### src/rtl/adc_ctrl_pkg.sv
// Shared types, defaults and helpers for the ADC conversion sequencer.
package adc_ctrl_pkg;

  typedef enum logic [0:0] {
    IDLE = 1'b0,
    CONV = 1'b1
  } state_t;

  localparam int DEF_CONV_LAT = 12;
  localparam int DEF_DATA_W   = 9;

  // Accumulator must hold 2^avg_max_log2 full-scale samples without wrapping.
  function automatic int acc_width(input int data_w, input int avg_max_log2);
    return data_w + avg_max_log2;
  endfunction

  // Limit a requested averaging exponent to what the accumulator supports.
  function automatic int clamp_avg(input int req, input int lim);
    return (req > lim) ? lim : req;
  endfunction

endpackage

### src/rtl/adc_result_fifo.sv
// Synchronous result FIFO; a push while full is only accepted together with a pop.
module adc_result_fifo #(
  parameter int DATA_W = 9,
  parameter int DEPTH  = 8,
  parameter int CNT_W  = $clog2(DEPTH + 1)
) (
  input  logic              clock,
  input  logic              reset,
  input  logic              push,
  input  logic [DATA_W-1:0] push_data,
  input  logic              pop,
  output logic [DATA_W-1:0] head,
  output logic              full,
  output logic              empty,
  output logic [CNT_W-1:0]  count
);

  localparam int PTR_W = $clog2(DEPTH);

  logic [DATA_W-1:0] mem_r [DEPTH];
  logic [PTR_W-1:0]  wr_ptr_r;
  logic [PTR_W-1:0]  rd_ptr_r;
  logic [CNT_W-1:0]  count_r;
  logic              do_pop_s;
  logic              do_push_s;

  assign full  = (count_r == CNT_W'(DEPTH));
  assign empty = (count_r == CNT_W'(0));
  assign count = count_r;
  assign head  = mem_r[rd_ptr_r];

  // Qualify push/pop against the current occupancy.
  always_comb begin
    do_pop_s  = pop && !empty;
    do_push_s = push && (!full || do_pop_s);
  end

  // Storage, power-of-two pointer wrap and occupancy tracking.
  always_ff @(posedge clock) begin
    if (reset) begin
      wr_ptr_r <= PTR_W'(0);
      rd_ptr_r <= PTR_W'(0);
      count_r  <= CNT_W'(0);
      for (int i = 0; i < DEPTH; i++) begin
        mem_r[i] <= {DATA_W{1'b0}};
      end
    end else begin
      if (do_push_s) begin
        mem_r[wr_ptr_r] <= push_data;
        wr_ptr_r        <= wr_ptr_r + PTR_W'(1);
      end
      if (do_pop_s) begin
        rd_ptr_r <= rd_ptr_r + PTR_W'(1);
      end
      case ({do_push_s, do_pop_s})
        2'b10:   count_r <= count_r + CNT_W'(1);
        2'b01:   count_r <= count_r - CNT_W'(1);
        default: count_r <= count_r;
      endcase
    end
  end

endmodule

### src/rtl/adc_conv_sequencer.sv
// Periodic SAR ADC conversion sequencer with 2^N averaging and a result FIFO.
module adc_conv_sequencer
  import adc_ctrl_pkg::*;
#(
  parameter int DATA_W       = DEF_DATA_W,
  parameter int FIFO_DEPTH   = 8,
  parameter int DIV_W        = 8,
  parameter int AVG_MAX_LOG2 = 3,
  parameter int CONV_LAT     = DEF_CONV_LAT
) (
  input  logic                              clock,
  input  logic                              reset,
  input  logic                              enable,
  input  logic                              start,
  input  logic [DIV_W-1:0]                  period,
  input  logic [$clog2(AVG_MAX_LOG2+1)-1:0] avg_log2,
  output logic                              conv_start,
  input  logic [DATA_W-1:0]                 adc_data_in,
  output logic [DATA_W-1:0]                 out_data,
  output logic                              out_valid,
  input  logic                              out_ready,
  output logic                              busy,
  output logic                              overflow,
  input  logic                              clr_overflow,
  output logic [$clog2(FIFO_DEPTH+1)-1:0]   fifo_count
);

  localparam int AVG_W  = $clog2(AVG_MAX_LOG2 + 1);
  localparam int CNT_W  = $clog2(FIFO_DEPTH + 1);
  localparam int ACC_W  = acc_width(DATA_W, AVG_MAX_LOG2);
  localparam int SCNT_W = AVG_MAX_LOG2 + 1;
  localparam int MIN_PER = CONV_LAT + 2;

  state_t            state_r;
  logic [DIV_W-1:0]  per_r;
  logic [AVG_W-1:0]  avg_r;
  logic              cont_r;
  logic [DIV_W-1:0]  e_r;        // cycles elapsed since the current conv_start
  logic              conv_start_r;
  logic [ACC_W-1:0]  acc_r;
  logic [SCNT_W-1:0] scnt_r;
  logic              pend_r;     // group result due to be written this cycle
  logic              new_grp_r;  // relatch configuration at the next period boundary
  logic              overflow_r;

  logic [DIV_W-1:0]  period_eff_s;
  logic [AVG_W-1:0]  avg_eff_s;
  logic [DIV_W-1:0]  e_next_s;
  logic [SCNT_W-1:0] target_s;
  logic              last_s;
  logic              abort_s;
  logic              wr_s;
  logic              pop_s;
  logic              full_s;
  logic              empty_s;
  logic [DATA_W-1:0] res_s;

  assign conv_start = conv_start_r;
  assign busy       = (state_r == CONV);
  assign overflow   = overflow_r;
  assign out_valid  = !empty_s;

  // Effective configuration, period phase and group bookkeeping.
  always_comb begin
    period_eff_s = period;
    if (period < DIV_W'(MIN_PER)) begin
      period_eff_s = DIV_W'(MIN_PER);
    end else begin
      period_eff_s = period;
    end
    avg_eff_s = AVG_W'(clamp_avg(int'(avg_log2), AVG_MAX_LOG2));
    e_next_s  = e_r + DIV_W'(1);
    if (e_r == (per_r - DIV_W'(1))) begin
      e_next_s = DIV_W'(0);
    end else begin
      e_next_s = e_r + DIV_W'(1);
    end
    target_s = SCNT_W'(1) << avg_r;
    last_s   = ((scnt_r + SCNT_W'(1)) == target_s);
    abort_s  = (state_r == CONV) && cont_r && !enable;
    wr_s     = pend_r && !abort_s;
    pop_s    = out_ready && !empty_s;
    res_s    = DATA_W'(acc_r >> avg_r);
  end

  // Conversion scheduling, sample accumulation and group completion.
  always_ff @(posedge clock) begin
    if (reset) begin
      state_r      <= IDLE;
      per_r        <= DIV_W'(0);
      avg_r        <= AVG_W'(0);
      cont_r       <= 1'b0;
      e_r          <= DIV_W'(0);
      conv_start_r <= 1'b0;
      acc_r        <= ACC_W'(0);
      scnt_r       <= SCNT_W'(0);
      pend_r       <= 1'b0;
      new_grp_r    <= 1'b0;
    end else begin
      case (state_r)
        IDLE: begin
          conv_start_r <= 1'b0;
          pend_r       <= 1'b0;
          if (enable || start) begin
            state_r   <= CONV;
            per_r     <= period_eff_s;
            avg_r     <= avg_eff_s;
            cont_r    <= enable;
            e_r       <= period_eff_s - DIV_W'(1);
            new_grp_r <= 1'b0;
          end
        end
        CONV: begin
          if (abort_s) begin
            state_r      <= IDLE;
            conv_start_r <= 1'b0;
            acc_r        <= ACC_W'(0);
            scnt_r       <= SCNT_W'(0);
            pend_r       <= 1'b0;
            new_grp_r    <= 1'b0;
          end else begin
            e_r          <= e_next_s;
            conv_start_r <= (e_next_s == DIV_W'(0));
            pend_r       <= 1'b0;
            if (e_r == DIV_W'(CONV_LAT)) begin
              acc_r  <= acc_r + ACC_W'(adc_data_in);
              scnt_r <= scnt_r + SCNT_W'(1);
              pend_r <= last_s;
            end
            if (pend_r) begin
              acc_r  <= ACC_W'(0);
              scnt_r <= SCNT_W'(0);
              if (!cont_r) begin
                state_r      <= IDLE;
                conv_start_r <= 1'b0;
              end else begin
                new_grp_r <= 1'b1;
              end
            end
            if ((e_next_s == DIV_W'(0)) && (pend_r || new_grp_r)) begin
              per_r     <= period_eff_s;
              avg_r     <= avg_eff_s;
              new_grp_r <= 1'b0;
            end
          end
        end
        default: begin
          state_r      <= IDLE;
          conv_start_r <= 1'b0;
        end
      endcase
    end
  end

  // Sticky overflow: a dropped result sets it, and a drop beats a clear.
  always_ff @(posedge clock) begin
    if (reset) begin
      overflow_r <= 1'b0;
    end else if (wr_s && full_s && !pop_s) begin
      overflow_r <= 1'b1;
    end else if (clr_overflow) begin
      overflow_r <= 1'b0;
    end else begin
      overflow_r <= overflow_r;
    end
  end

  adc_result_fifo #(
    .DATA_W (DATA_W),
    .DEPTH  (FIFO_DEPTH),
    .CNT_W  (CNT_W)
  ) u_fifo (
    .clock     (clock),
    .reset     (reset),
    .push      (wr_s),
    .push_data (res_s),
    .pop       (pop_s),
    .head      (out_data),
    .full      (full_s),
    .empty     (empty_s),
    .count     (fifo_count)
  );

endmodule

### config.mk
export PLATFORM = sky130hd
export DESIGN_NAME = adc_conv_sequencer
export DESIGN_NICKNAME = d
export VERILOG_FILES = /design/src/rtl/adc_ctrl_pkg.sv /design/src/rtl/adc_result_fifo.sv /design/src/rtl/adc_conv_sequencer.sv
export SDC_FILE = /design/constraint.sdc
export NUM_CORES = 1
export LEC_CHECK = 0
export ABC_AREA = 1
export CELL_PAD_IN_SITES_DETAIL_PLACEMENT = 0
export CELL_PAD_IN_SITES_GLOBAL_PLACEMENT = 1
export CORE_MARGIN = 5
export CORE_UTILIZATION = 41
export CTS_BUF_LIST = sky130_fd_sc_hd__clkbuf_16
export DETAILED_ROUTE_END_ITERATION = 8
export DONT_BUFFER_PORTS = 1
export PLACE_DENSITY_LB_ADDON = 0.1
export SYNTH_ARGS = -nofsm -noshare
export SYNTH_HDL_FRONTEND = slang
export SYNTH_HIERARCHICAL = 1
export SYNTH_SLANG_ARGS = --single-unit
### constraint.sdc
create_clock -name clock -period 7.05 [get_ports clock]
set_input_delay 2.115 -clock clock [delete_from_list [all_inputs] [get_ports clock]]
set_output_delay 2.115 -clock clock [all_outputs]
set_load 0.01 [all_outputs]
==> metrics.txt, run 1 <==
final core occ 0.461; initial standard-cell utilization of the core 0.414; Hold Crit Endpoint new_grp_r$_SDFFE_PP0P_; final clock skew 0.0104 ns; portion of netlist area occupied by mux cells 0.0323; most common flop cell mapped by yosys sky130_fd_sc_hd__edfxtp_1; count of standard-cell rows 47; Cell variety after synth 49; count of nets after finishing 862; vias per std cell 5.14; via count 5,393; slew at the pin closest to its max-slew limit 0.937 ns; PostCTS Resize Cnt 0; number of buffers inserted during clock tree synthesis 17; detailed-route DRC error count 0; ANT nets after route 0; crit-path most repeated cell sky130_fd_sc_hd__nand2_1; number of antenna violations at the first check in global routing 0; capturing element type of the critical path primary output; routed length per instance 15.7 um; total of endpoints with negative setup slack in the final report 0; Horiz. Die Dim 139 um; most frequent standard cell in the layout excluding fill and tap cells sky130_fd_sc_hd__nand2_1; synthesized area divided by synthesized cell count 8.33 um^2; CP Depth 6; TritonCTS clock tree yes; DRC violation total after the first TritonRoute iteration 287; Final min period 3.99 ns; fraction of final layout cells sized beyond drive strength 1 0.0795; pin count of the biggest net entering global routing 38; total power consumption of the routed design 1.88 mW; Max Transition Viols Final 0; compound-cell area share of the yosys netlist 0.126; worst vdd ir 158 uV; top cell family by delay on the critical path buffers and inverters; Post-Synthesis Cell Area 6820 um^2; first-pass GRT wire length 26.6 mm; routability-driven placement congestion ratio 0.837; clock latency at the later pin of the worst-skew pair 0.42 ns; clk slew on worst S/H paths 0.05 ns; number of warnings issued by yosys 6; maximum root-to-sink buffer count 2; vias in the first global route 5,236; static leakage power 3.03 nW; Worst Path Buf+Inv 2; master of the slowest instance on the critical path sky130_fd_sc_hd__buf_4; outcome completed; Total Neg Setup Slack 0 ns; sequential-to-total area share from yosys stat 0.472; final clock period utilization by the worst path 0.566; Synth Area in XOR/XNOR 0.0205; fill cell instance count of the final layout 1,622; async set-reset flop share out of synthesis 0; H-tree depth 4; launch instance of the worst register-to-register path busy$_SDFF_PP0_; endpoint required time on the critical path 4.93 ns; remaining max-slew budget at the tightest pin 0.374; beginning of the worst hold path new_grp_r$_SDFFE_PP0P_; area of the core region 16,500 um^2; count of boundary I/O pins 42; adder and majority cell fraction of the synthesized area 0.0389; Die Outline Area 19,300 um^2; setup repair after global routing missed its margin no; global routing usage summed across all routing layers 0.172; Max Cap Viol 0; delay contributed by the slowest stage of the critical path 0.40 ns; number of synthesized flops with an enable pin 72; Area growth, synth to finish 11.1%; flop-to-flop setup slack 4.12 ns; length in cells of the worst reg-to-reg path 13; number of instances in the synthesized netlist 819; simple-gate portion of the synthesized area 0.244; count of buffers from port buffering 0; total congestion overflow after global routing 0; startpoint types flip-flop; critical-path cell list buf_4, inv_2, nor2_1, o22ai_1, nand2_1, nand2_1; endpoints failing hold 0; library cell with the largest summed area after synthesis sky130_fd_sc_hd__edfxtp_1; HPWL after detailed placement 12.2 mm; first drt pass iteration count 5; endpoint of the most critical register-to-register path u_fifo/count[3]$_SDFFE_PP0P_; Seq cells post-synth 125; total wirelength of the detailed-routed design 16.4 mm; area share of the largest cell type after synthesis 0.317; hold buffer count at CTS 0; worst hold stages 2; Cell Pwr Density 248 nW/um^2; class of the most critical setup path reg -> out; top area cells in the synthesized netlist sky130_fd_sc_hd__edfxtp_1 (32%), sky130_fd_sc_hd__dfxtp_1 (16%), sky130_fd_sc_hd__nand2_1 (8.9%); maximum clock frequency 0.251 GHz; height of the chip 139 um; largest family of logic cells by synthesized area simple AND/OR/NAND/NOR gates; kind of path behind the tightest hold check reg -> reg; leading cell types in the layout, fill and taps excluded sky130_fd_sc_hd__nand2_1 (161), sky130_fd_sc_hd__nor2_1 (140), sky130_fd_sc_hd__inv_1 (78); worst path arrival time 1.87 ns; number of sinks driven by the clock tree 125; number of nets produced by synthesis 864; # Post-CTS Setup Buffers 0; largest fanout of any net on the critical path 37; clock root buffer master sky130_fd_sc_hd__clkbuf_16; antenna cell count 0
[synthesized netlist by cell type, types with 6 or more instances]
cell,count
sky130_fd_sc_hd__mux2i_1,22
sky130_fd_sc_hd__buf_2,6
sky130_fd_sc_hd__nor3_1,7
sky130_fd_sc_hd__nand2_1,161
sky130_fd_sc_hd__xor2_1,11
sky130_fd_sc_hd__nand2_4,8
sky130_fd_sc_hd__a21oi_1,52
sky130_fd_sc_hd__edfxtp_1,72
sky130_fd_sc_hd__o21ai_0,56
sky130_fd_sc_hd__o22ai_1,18
sky130_fd_sc_hd__inv_1,76
sky130_fd_sc_hd__nand3_1,36
sky130_fd_sc_hd__ha_1,18
sky130_fd_sc_hd__dfxtp_1,53
sky130_fd_sc_hd__nor2_1,140
sky130_fd_sc_hd__clkbuf_1,14
[cell type report]
class                           instances  area (um^2)  area share
Sequential cell                       125         3220       0.425
Inverter                               84          342      0.0450
Tap cell                              220          275      0.0363
Timing Repair Buffer                    2         15.0     0.00198
Clock inverter                         14          128      0.0168
Clock buffer                           18          450      0.0594
Multi-Input combinational cell        587         3150       0.415
[layer usage]
layer,routed length [um],global-route usage,vias to the layer above,share of wire
met5,0,0,-,0
met3,687,0.0383,26,0.042
met4,312,0.0618,0,0.019
met2,7740,0.278,113,0.47
li1,-,-,2753,-
met1,7700,0.228,2501,0.47
[report_power, final]
group          leakage [nW]  total (mW)  switching [mW]  internal, mW
combinational          1.56       0.196           0.130        0.0660
sequential             1.18       0.840          0.0387         0.801
clock                 0.291       0.847           0.313         0.534
total                  3.03        1.88           0.482          1.40
[cell families (layout without fill, tap and decap cells)]
group	after synthesis	after routing
fa+ha+maj	20	20
flops	125	125
xor+xnor	16	16
buf+inv	107	118
compound gates	151	151
simple gates	378	378
mux	22	22
[worst max-delay path by stage]
| stage | from | endpoint | slack, ns |
|---|---|---|---|
| finish | flip-flop | out_data[4] | 3.06 |
| global route | flip-flop | out_data[4] | 2.86 |
| CTS | flip-flop | out_data[4] | 3.03 |
| detailed placement | adc_data_in[0] | acc_r[10]$_SDFFE_PP0P_ | 2.97 |
| global placement | adc_data_in[0] | acc_r[10]$_SDFFE_PP0P_ | 3.00 |
| floorplan | adc_data_in[0] | acc_r[10]$_SDFFE_PP0P_ | 3.19 |
[flip-flops by register name (all words and copies together), names as in the netlist, 2 cells and up, named ones only]
register and cells:
per_r 8, u_fifo/wr_ptr_r 3, acc_r 12, u_fifo/count 4, avg_r 2, scnt_r 4, u_fifo/rd_ptr_r 3, e_r 8
u_fifo/mem_r 72
[stage by stage]
stage                     hold slack [ns]  instance area [um^2]  worst slack, ns  cells
after floorplan                     0.433                  6820             3.19    819
final                               0.458                  7580             3.06   1050
after global placement              0.439                  7010             3.00   1018
after global routing                0.476                  7580             2.86   1050
after detailed placement            0.447                  7010             2.97   1018
after CTS                           0.455                  7580             3.03   1050
[tightest hold or removal path: cells and delay by family, from the launching register on]
family	cells	cell delay, ns
AND/OR/NAND/NOR	1	0.06
flip-flops	1	0.31
AO/OA/AOI/OAI	1	0.05
No activity file was read; power rests on OpenSTA's default activity.
==> run 2: changes to the inputs <==
==> constraint.sdc (replaced) <==
create_clock -name clock -period 4 [get_ports clock]
set_input_delay 1.2 -clock clock [delete_from_list [all_inputs] [get_ports clock]]
set_output_delay 1.2 -clock clock [all_outputs]
set_load 0.01 [all_outputs]
==> run 2 against run 1 <==
  * Final cell count is essentially flat
  * Clock power is 77% higher
  * Hold slack gained 0.0025 ns
  * Setup slack lost 2.3 ns
  * Clock skew decreased by 0.0026 ns
==> metrics.txt, run 2 (same netlist as run 1, synthesis figures left out) <==
final clock period utilization by the worst path 0.799; first-pass GRT wire length 26.8 mm (was 26.6 mm); vias in the first global route 5,274 (was 5,236); kind of path behind the tightest hold check reg -> reg (unchanged); Max Cap Viol 0 (unchanged); clk slew on worst S/H paths 0.06 ns (was 0.05 ns); TritonCTS clock tree yes (unchanged); switching fraction of total power 0.265 (was 0.256); final clock skew 0.00777 ns (was 0.0104 ns); number of sinks driven by the clock tree 125 (unchanged); beginning of the worst hold path new_grp_r$_SDFFE_PP0P_ (unchanged); Switch Pwr 0.881 mW (was 0.482 mW); startpoint types flip-flop (unchanged); first drt pass iteration count 6 (was 5); via count 5,421 (was 5,393); fill cell instance count of the final layout 1,637 (was 1,622); maximum clock frequency 0.313 GHz; crit path setup slack, layout 0.803 ns (was 3.06 ns); height of the chip 139 um (unchanged); total congestion overflow after global routing 0 (unchanged); launch instance of the worst register-to-register path busy$_SDFF_PP0_ (unchanged); Horiz. Die Dim 139 um (unchanged); clock root buffer master sky130_fd_sc_hd__clkbuf_16 (unchanged); # Post-CTS Setup Buffers 0 (unchanged); leading cell types in the layout, fill and taps excluded sky130_fd_sc_hd__nand2_1 (161), sky130_fd_sc_hd__nor2_1 (140), sky130_fd_sc_hd__inv_1 (77) (was sky130_fd_sc_hd__nand2_1 (161), sky130_fd_sc_hd__nor2_1 (140), sky130_fd_sc_hd__inv_1 (78)); number of buffers inserted during clock tree synthesis 17 (unchanged); met3 layer wire length in the routed design 894 um (was 687 um); final core occ 0.461 (about the same); count of buffers from port buffering 0 (unchanged); hold buffer count at CTS 0 (unchanged); fraction of final layout cells sized beyond drive strength 1 0.0794 (was 0.0795); total of endpoints with negative setup slack in the final report 0 (unchanged); setup repair after global routing missed its margin no (unchanged); worst path arrival time 2.00 ns (was 1.87 ns); HPWL after detailed placement 12.3 mm (was 12.2 mm); antenna cell count 0 (unchanged); Area growth, synth to finish 11.1% (about the same); capturing element type of the critical path primary output (unchanged); area of the core region 16,500 um^2 (unchanged); most frequent standard cell in the layout excluding fill and tap cells sky130_fd_sc_hd__nand2_1 (unchanged); largest reg by FF count u_fifo/mem_r (unchanged); total met2 wirelength after detailed routing 7.85 mm (was 7.74 mm); registers with the most flip-flops u_fifo/mem_r x72, acc_r x12 (unchanged); non-filler instance count after layout 1,051 (was 1,050); endpoint required time on the critical path 2.80 ns (was 4.93 ns); ANT nets after route 0 (unchanged); count of standard-cell rows 47 (unchanged); worst setup timing slack at the placement stage 0.825 ns (was 2.97 ns); cell area reported after detailed placement 7010 um^2 (about the same); endpoints failing hold 0 (unchanged); Cell Pwr Density 439 nW/um^2 (was 248 nW/um^2); Sequential Power Share 0.441 (was 0.446); Placed Instances 1,019 (was 1,018); Total Neg Setup Slack 0 ns (unchanged); remaining max-slew budget at the tightest pin 0.489 (was 0.374); global routing usage summed across all routing layers 0.174 (was 0.172); PostCTS Resize Cnt 0 (unchanged); FF+latch area 3220 um^2 (unchanged); pin count of the biggest net entering global routing 31 (was 38); maximum root-to-sink buffer count 2 (unchanged); Clock Power Share 0.450 (about the same); Die Outline Area 19,300 um^2 (unchanged); routability-driven placement congestion ratio 0.841 (was 0.837); class of the most critical setup path reg -> out (unchanged); worst vdd ir 229 uV (was 158 uV); DRC violation total after the first TritonRoute iteration 355 (was 287); vias per std cell 5.16 (was 5.14); count of boundary I/O pins 42 (unchanged); clock latency at the later pin of the worst-skew pair 0.42 ns (about the same); static leakage power 3.02 nW (was 3.03 nW); outcome completed (unchanged); Final min period 3.20 ns; detailed-route DRC error count 0 (unchanged); Max Transition Viols Final 0 (unchanged); initial standard-cell utilization of the core 0.414 (unchanged); Top Layer Used met4 (unchanged); internal power contribution 2.44 mW (was 1.40 mW); area of the multi-input gates 3150 um^2 (unchanged); fraction of power consumed by combinational cells 0.108 (was 0.104); Largest register FFs 72 (unchanged); count of nets after finishing 863 (was 862); total wirelength of the detailed-routed design 16.5 mm (was 16.4 mm); largest fanout of any net on the critical path 27 (was 37); slew at the pin closest to its max-slew limit 0.765 ns (was 0.937 ns); H-tree depth 4 (unchanged); number of antenna violations at the first check in global routing 0 (unchanged); total non-filler cell area in the finished layout 7580 um^2 (about the same); met1 layer wirelength in the final routing 7.31 mm (was 7.70 mm); routed length per instance 15.7 um (about the same)
==> run 2: worst paths after layout <==
| check | endpoint | cells past startpoint | slack [ns] |
|---|---|---|---|
| worst min register to register | new_grp_r$_SDFFE_PP0P_ | 2 | 0.46 |
| worst min-delay path | new_grp_r$_SDFFE_PP0P_ | 2 | 0.46 |
| worst max-delay path | out_data[6] | 5 | 0.80 |
| worst max register to register | u_fifo/mem_r[5][5]$_SDFFCE_PN0P_ | 8 | 1.37 |
==> run 2: layer usage <==
metal | GRT usage | vias to the layer above
met5 | 0 | -
met4 | 0.0731 | 0
met3 | 0.0469 | 41
met2 | 0.285 | 155
met1 | 0.219 | 2468
li1 | - | 2757
==> run 2: final cells by class <==
type | instances | area share
Clock buffer | 17 | 0.0561
Clock inverter | 15 | 0.0193
Inverter | 84 | 0.0450
Multi-Input combinational cell | 587 | 0.415
Sequential cell | 125 | 0.425
Tap cell | 220 | 0.0363
Timing Repair Buffer | 3 | 0.00297
==> run 2: power groups by stage <==
stage / clock (mW) / sequential [mW] / combinational [mW]
after CTS: 1.52 / 1.47 / 0.362
after floorplan: 0 / 1.47 / 0.299
after global routing: 1.59 / 1.47 / 0.409
final: 1.50 / 1.47 / 0.361
after detailed placement: 0 / 1.49 / 0.360
after global placement: 0 / 1.49 / 0.359
==> run 2: critical path, stage by stage, from the launching register on <==
cell                      delay (ns)
sky130_fd_sc_hd__dfxtp_1        0.48
sky130_fd_sc_hd__buf_4          0.41
sky130_fd_sc_hd__mux2i_1        0.31
sky130_fd_sc_hd__o22ai_1        0.14
sky130_fd_sc_hd__nand2_1        0.12
sky130_fd_sc_hd__nand2_1        0.11
==> run 2: through the flow <==
stage          total power, mW  hold slack, ns
6_report                  3.33           0.460
5_1_grt                   3.47           0.486
4_1_cts                   3.35           0.455
3_5_place_dp              1.85           0.445
3_3_place_gp              1.85           0.439
2_1_floorplan             1.77           0.433
